===== src/rtl/mc_ctrl_pkg.sv =====
// Shared constants and types for the multicycle MIPS main control unit:
// instruction field codes, state encodings, ALU codes and mux select codes.
package mc_ctrl_pkg;

    localparam logic [5:0] OP_RTYPE = 6'b000000;
    localparam logic [5:0] OP_LW    = 6'b100011;
    localparam logic [5:0] OP_SW    = 6'b101011;
    localparam logic [5:0] OP_BEQ   = 6'b000100;
    localparam logic [5:0] OP_BNE   = 6'b000101;
    localparam logic [5:0] OP_ADDI  = 6'b001000;
    localparam logic [5:0] OP_ANDI  = 6'b001100;
    localparam logic [5:0] OP_ORI   = 6'b001101;
    localparam logic [5:0] OP_J     = 6'b000010;

    localparam logic [5:0] FN_ADD = 6'b100000;
    localparam logic [5:0] FN_SUB = 6'b100010;
    localparam logic [5:0] FN_AND = 6'b100100;
    localparam logic [5:0] FN_OR  = 6'b100101;
    localparam logic [5:0] FN_SLT = 6'b101010;

    localparam logic [2:0] ALU_ADD = 3'b010;
    localparam logic [2:0] ALU_SUB = 3'b110;
    localparam logic [2:0] ALU_AND = 3'b000;
    localparam logic [2:0] ALU_OR  = 3'b001;
    localparam logic [2:0] ALU_SLT = 3'b111;

    localparam logic [1:0] SRCB_REG    = 2'b00;
    localparam logic [1:0] SRCB_FOUR   = 2'b01;
    localparam logic [1:0] SRCB_IMM    = 2'b10;
    localparam logic [1:0] SRCB_IMM_SH = 2'b11;

    localparam logic [1:0] PCSRC_ALU    = 2'b00;
    localparam logic [1:0] PCSRC_ALUOUT = 2'b01;
    localparam logic [1:0] PCSRC_JUMP   = 2'b10;

    typedef enum logic [3:0] {
        FETCH  = 4'd0,
        DECODE = 4'd1,
        MEMADR = 4'd2,
        MEMRD  = 4'd3,
        MEMWB  = 4'd4,
        MEMWR  = 4'd5,
        EXEC   = 4'd6,
        ALUWB  = 4'd7,
        BRANCH = 4'd8,
        IEXEC  = 4'd9,
        IWB    = 4'd10,
        JUMP   = 4'd11
    } state_t;

    typedef enum logic [1:0] {
        ALUOP_ADD   = 2'b00,
        ALUOP_SUB   = 2'b01,
        ALUOP_FUNCT = 2'b10,
        ALUOP_IMM   = 2'b11
    } alu_op_t;

    typedef struct packed {
        logic       pc_en;
        logic [1:0] pc_src;
        logic       iord;
        logic       mem_read;
        logic       mem_write;
        logic       ir_write;
        logic       reg_dst;
        logic       mem_to_reg;
        logic       reg_write;
        logic       alu_src_a;
        logic [1:0] alu_src_b;
        logic [2:0] alu_ctrl;
        logic       ext_sel;
        logic       illegal;
    } ctrl_t;

endpackage


===== src/rtl/mc_control_fsm_alu_decoder.sv =====
// ALU operation decoder: maps the FSM's coarse alu_op plus the IR funct/opcode
// fields onto the 3-bit ALU control code.
module alu_decoder
    import mc_ctrl_pkg::*;
#(
    parameter int OPW = 6
) (
    input  alu_op_t          alu_op,
    input  logic [OPW-1:0]   funct,
    input  logic [OPW-1:0]   opcode,
    output logic [2:0]       alu_ctrl
);

    always_comb begin
        alu_ctrl = ALU_ADD;
        case (alu_op)
            ALUOP_SUB: alu_ctrl = ALU_SUB;
            ALUOP_FUNCT: begin
                case (funct)
                    FN_SUB:  alu_ctrl = ALU_SUB;
                    FN_AND:  alu_ctrl = ALU_AND;
                    FN_OR:   alu_ctrl = ALU_OR;
                    FN_SLT:  alu_ctrl = ALU_SLT;
                    default: alu_ctrl = ALU_ADD;
                endcase
            end
            // addi falls through to add; only the logical immediates differ
            ALUOP_IMM: begin
                case (opcode)
                    OP_ANDI: alu_ctrl = ALU_AND;
                    OP_ORI:  alu_ctrl = ALU_OR;
                    default: alu_ctrl = ALU_ADD;
                endcase
            end
            default: alu_ctrl = ALU_ADD;
        endcase
    end

endmodule


===== src/rtl/mc_control_fsm.sv =====
// Multicycle MIPS main control: Moore FSM sequencing fetch, decode, execute,
// memory and writeback over a shared datapath with a ready-handshaked memory.
module mc_control_fsm
    import mc_ctrl_pkg::*;
#(
    parameter int OPW = 6,
    parameter int SW  = 4
) (
    input  logic           clk,
    input  logic           rst_n,
    input  logic [OPW-1:0] opcode,
    input  logic [OPW-1:0] funct,
    input  logic           zero,
    input  logic           mem_ready,
    output logic           pc_en,
    output logic [1:0]     pc_src,
    output logic           iord,
    output logic           mem_read,
    output logic           mem_write,
    output logic           ir_write,
    output logic           reg_dst,
    output logic           mem_to_reg,
    output logic           reg_write,
    output logic           alu_src_a,
    output logic [1:0]     alu_src_b,
    output logic [2:0]     alu_ctrl,
    output logic           ext_sel,
    output logic           illegal,
    output logic [SW-1:0]  state_o
);

    state_t  state, state_next;
    alu_op_t alu_op;
    logic [2:0] alu_ctrl_dec;
    ctrl_t   ctrl, ctrl_out;

    alu_decoder #(.OPW(OPW)) u_alu_decoder (
        .alu_op   (alu_op),
        .funct    (funct),
        .opcode   (opcode),
        .alu_ctrl (alu_ctrl_dec)
    );

    always_ff @(posedge clk or negedge rst_n) begin
        if (!rst_n) state <= FETCH;
        else        state <= state_next;
    end

    always_comb begin
        case (state)
            BRANCH:  alu_op = ALUOP_SUB;
            EXEC:    alu_op = ALUOP_FUNCT;
            IEXEC:   alu_op = ALUOP_IMM;
            default: alu_op = ALUOP_ADD;
        endcase
    end

    always_comb begin
        state_next   = FETCH;
        ctrl         = '0;
        ctrl.ext_sel = 1'b1;
        case (state)
            FETCH: begin
                ctrl.mem_read  = 1'b1;
                ctrl.alu_src_b = SRCB_FOUR;
                ctrl.alu_ctrl  = alu_ctrl_dec;
                ctrl.pc_src    = PCSRC_ALU;
                ctrl.ir_write  = mem_ready;
                ctrl.pc_en     = mem_ready;
                state_next     = mem_ready ? DECODE : FETCH;
            end
            DECODE: begin
                ctrl.alu_src_b = SRCB_IMM_SH;
                ctrl.alu_ctrl  = alu_ctrl_dec;
                case (opcode)
                    OP_LW, OP_SW:             state_next = MEMADR;
                    OP_RTYPE:                 state_next = EXEC;
                    OP_BEQ, OP_BNE:           state_next = BRANCH;
                    OP_ADDI, OP_ANDI, OP_ORI: state_next = IEXEC;
                    OP_J:                     state_next = JUMP;
                    default: begin
                        ctrl.illegal = 1'b1;
                        state_next   = FETCH;
                    end
                endcase
            end
            MEMADR: begin
                ctrl.alu_src_a = 1'b1;
                ctrl.alu_src_b = SRCB_IMM;
                ctrl.alu_ctrl  = alu_ctrl_dec;
                state_next     = (opcode == OP_LW) ? MEMRD : MEMWR;
            end
            MEMRD: begin
                ctrl.iord     = 1'b1;
                ctrl.mem_read = 1'b1;
                state_next    = mem_ready ? MEMWB : MEMRD;
            end
            MEMWB: begin
                ctrl.reg_write  = 1'b1;
                ctrl.mem_to_reg = 1'b1;
            end
            MEMWR: begin
                ctrl.iord      = 1'b1;
                ctrl.mem_write = 1'b1;
                state_next     = mem_ready ? FETCH : MEMWR;
            end
            EXEC: begin
                ctrl.alu_src_a = 1'b1;
                ctrl.alu_src_b = SRCB_REG;
                ctrl.alu_ctrl  = alu_ctrl_dec;
                state_next     = ALUWB;
            end
            ALUWB: begin
                ctrl.reg_write = 1'b1;
                ctrl.reg_dst   = 1'b1;
            end
            BRANCH: begin
                ctrl.alu_src_a = 1'b1;
                ctrl.alu_src_b = SRCB_REG;
                ctrl.alu_ctrl  = alu_ctrl_dec;
                ctrl.pc_src    = PCSRC_ALUOUT;
                ctrl.pc_en     = (opcode == OP_BNE) ? ~zero : zero;
            end
            IEXEC: begin
                ctrl.alu_src_a = 1'b1;
                ctrl.alu_src_b = SRCB_IMM;
                ctrl.alu_ctrl  = alu_ctrl_dec;
                ctrl.ext_sel   = (opcode == OP_ADDI);
                state_next     = IWB;
            end
            IWB:  ctrl.reg_write = 1'b1;
            JUMP: begin
                ctrl.pc_src = PCSRC_JUMP;
                ctrl.pc_en  = 1'b1;
            end
            default: state_next = FETCH;
        endcase
    end

    // Reset forces every output low even though the register already holds FETCH
    assign ctrl_out = rst_n ? ctrl : '0;
    assign state_o  = rst_n ? SW'(state) : '0;

    assign pc_en      = ctrl_out.pc_en;
    assign pc_src     = ctrl_out.pc_src;
    assign iord       = ctrl_out.iord;
    assign mem_read   = ctrl_out.mem_read;
    assign mem_write  = ctrl_out.mem_write;
    assign ir_write   = ctrl_out.ir_write;
    assign reg_dst    = ctrl_out.reg_dst;
    assign mem_to_reg = ctrl_out.mem_to_reg;
    assign reg_write  = ctrl_out.reg_write;
    assign alu_src_a  = ctrl_out.alu_src_a;
    assign alu_src_b  = ctrl_out.alu_src_b;
    assign alu_ctrl   = ctrl_out.alu_ctrl;
    assign ext_sel    = ctrl_out.ext_sel;
    assign illegal    = ctrl_out.illegal;

endmodule


===== config.mk =====
export PLATFORM = sky130hd
export DESIGN_NAME = mc_control_fsm
export DESIGN_NICKNAME = d
export VERILOG_FILES = /design/src/rtl/mc_ctrl_pkg.sv /design/src/rtl/mc_control_fsm_alu_decoder.sv /design/src/rtl/mc_control_fsm.sv
export SDC_FILE = /design/constraint.sdc
export NUM_CORES = 1
export LEC_CHECK = 0
export ABC_AREA = 1
export ABC_CLOCK_PERIOD_IN_PS = 1500
export CAP_MARGIN = 15
export CORE_UTILIZATION = 36
export DETAILED_ROUTE_END_ITERATION = 6
export GPL_TIMING_DRIVEN = 0
export PLACE_DENSITY = 0.72
export SLEW_MARGIN = 0
export SYNTH_ARGS = -nofsm -noshare
export SYNTH_HDL_FRONTEND = slang
export SYNTH_HIERARCHICAL = 1
export SYNTH_SLANG_ARGS = --single-unit
export TNS_END_PERCENT = 20

===== constraint.sdc =====
create_clock -name clk -period 1.5 [get_ports clk]
set_clock_uncertainty 0.15 [all_clocks]
set_input_delay 0.15 -clock clk [delete_from_list [all_inputs] [get_ports clk]]
set_output_delay 0.15 -clock clk [all_outputs]
set_load 0.1 [all_outputs]

==> impl_metrics.ini <==
[clock_network]
root_buffer = clkbuf_4
cts_buffer_depth = 2
numClockSinks = 4
clock_latency_ps = 240
clk_pin_slew_ps = 40
cts_max_level = 1
cts_buffers = 3
cts_tree = yes

[logic_synthesis]
synth_warnings = 6
yosys_register_bits = 4
synth_common_cells = nand2_1, nor2_1, inv_1
synth_edf_count = 0
async_flop_share_pct = 100
syn_nets = 168
synth_area_leader_cell = nand2_1
netlist_top_cells_area = nand2_1, nor2_1, dfrtp_1, inv_1, nand3_1
synth.most_common_cell = nand2_1
syn_inst = 152
syn_area_sq_um = 761
synth_top_area_share_pct = 18.8
synth_top_flop_cell = dfrtp_1
ys_types = 22
synth.avg_cell_area_sq_um = 5.00
ys_seq_area_share_pct = 13.2

[drt]
drt_iter0_markers = 48
wire_per_inst_microns = 13.6
vias_per_cell = 5.25
postRouteAntennaNets = 0
drtPass1Iterations = 4
wirelength_microns = 3190
drcViolationCount = 0
vias = 1233

[setup_path]
cp-end-kind = output pin
critPathArrivalTime_ps = 1820
worst_path_max_delay_cell = dfrtp_2
crit_chain = inv_2 -> nand2_1 -> inv_2 -> nand2_2 -> o21ai_4 -> nand2_2 -> nor2_4 -> nand2_1 -> o21ai_0 -> inv_1 -> nor2_4 -> buf_12
worstRegToRegCells = 7
required_ps = 1200
slowest_delay_ps = 430
cp-start-kind = register
worst-setup-path-type = register to output pin
crit_fanout = 4

[power_and_ir_drop]
power_mw = 1.98
p_leak_nw = 0.810
p_sw_share_pct = 62.2
switching_power_mw = 1.23
power_frac_seq_pct = 9.8
ir_worst_vdd_v = 0.00106
power.density_nw_per_um2 = 1220
power.internal_mw = 0.751
power_frac_comb_pct = 83.2
clkPwrFrac_pct = 7.0

[final_layout]
antenna_cells = 0
fin_nets = 226
top_register = state
reg_top3 = state (4)
syn_to_final_growth_pct = 114
largest_reg_flops = 4
final_layout_size_suffix_gt1_share_pct = 46.6

[global_routing]
antenna_found_initial = 0
grt-ovfl-total = 0
grt_pass1_vias = 960
track_usage_pct = 26.0
grt_pass1_wl_microns = 4190
grt_max_degree = 11

[sta]
worst_slack_ps = -616
clock.fmax_mhz = 473
max_slew_margin_pct = 73.8
setup_viol = 20
drv_slew = 0
worst_pin_slew_ps = 393
grt_setup_unrepaired = yes
min_period_ps = 2120
hold_violations = 0
fin_crit_sh_pct = 141

[placed_design]
portBuffers = 37
dpl_worst_slack_ps = -1640
hpwl_microns = 1850
place_congestion = 0.823

[floorplan]
die_h_microns = 48.0
die_w_microns = 48.0
start_util_pct = 38.4
core_region_area_sq_um = 1980
dieArea_sq_um = 2300
io_pins = 38
row_count = 16

[outcome]
run_status = finished with violations
violations = negative setup slack

[worst_hold_path]
hold_path_depth = 4
hp-class = input pin to register

[job]
cap_violations = 0
==> placed cells by master (no fill, tap or decap), types with 2 or more instances in the layout <==
cell type,synthesis,final
a21oi_2,1,5
buf_12,0,11
buf_4,0,17
buf_6,0,8
clkbuf_4,0,3
clkdlybuf4s50_1,0,8
dfrtp_2,0,4
dlygate4sd2_1,0,2
dlymetal6s2s_1,0,4
inv_1,24,18
inv_2,6,11
nand2_1,38,35
nand2_2,5,4
nand2_4,0,4
nand3_1,11,8
nand3_2,0,3
nand4_1,3,3
nor2_1,34,22
nor2_2,3,5
nor2_4,2,12
nor3_4,0,2
o21ai_0,3,3
o21ai_1,3,2
==> cell families after synthesis <==
family                 after synthesis  synth area share [%]
buffers and inverters               32                  16.0
AOI/OAI and AO/OA                   15                  10.9
and+or+nand+nor                    101                  60.0
DFF                                  4                  13.2
==> critical path: cells and delay by family, from the launching register on <==
| kind | cells | cell delay [ps] |
|---|---|---|
| and+or+nand+nor | 6 | 560 |
| DFF | 1 | 430 |
| buffers and inverters | 4 | 430 |
| AOI/OAI and AO/OA | 2 | 150 |
==> layer usage <==
| metal | global-route usage [%] | up-vias | part of all wire (%) |
|---|---|---|---|
| met3 | 2.64 | 12 | 4.8 |
| met1 | 33.5 | 567 | 40 |
| li1 | - | 586 | - |
| met4 | 7.22 | 0 | 3.3 |
| met5 | 0 | - | 0 |
| met2 | 45.7 | 68 | 52 |
==> worst paths after layout <==
| path | start | endpoint | slack [ps] |
|---|---|---|---|
| max | state[3] | alu_ctrl[2] | -620 |
| min | opcode[0] | state[1] | 280 |
| max reg2reg | state[1] | state[0] | -100 |
| min reg2reg | state[2] | state[2] | 480 |
| max in group asynchronous | rst_n | state[2] | 560 |
| min in group asynchronous | rst_n | state[0] | 400 |
==> layout make-up <==
| type | count | area (sq um) |
|---|---|---|
| Multi-Input combinational cell | 116 | 723 |
| Timing Repair Buffer | 53 | 622 |
| Fill cell | 114 | 352 |
| Inverter | 31 | 119 |
| Sequential cell | 4 | 105 |
| Tap cell | 27 | 33.8 |
| Clock buffer | 3 | 22.5 |
| Buffer | 1 | 5.00 |
==> power groups by stage <==
stage | logic, mW | clock network [mW] | registers (mW)
floorplan | 1.03 | 0 | 0.182
global placement | 1.30 | 0 | 0.190
detailed placement | 1.30 | 0 | 0.189
CTS | 1.53 | 0.141 | 0.190
global route | 1.72 | 0.147 | 0.198
finish | 1.65 | 0.139 | 0.194
==> timing repair <==
action	CTS	global route
gates cloned	0	0
endpoints found under the hold margin	4	0
setup buffers	12	3
endpoints found under the setup margin	22	23
hold buffers	1	0
resized for setup	190	29
pin swaps	12	5
==> metrics by stage <==
step	hold slack (ps)	instance area [sq um]	util [%]	setup TNS [ps]	std cells
after floorplan	-296	847	-	-10770	152
after global placement	342	1250	63.1	-31310	216
after detailed placement	341	1250	63.1	-31760	216
after CTS	375	1510	76.0	-5780	232
after global routing	328	1630	82.3	-8170	235
final	284	1630	82.3	-6790	235
(Power assumes the default switching activity.)
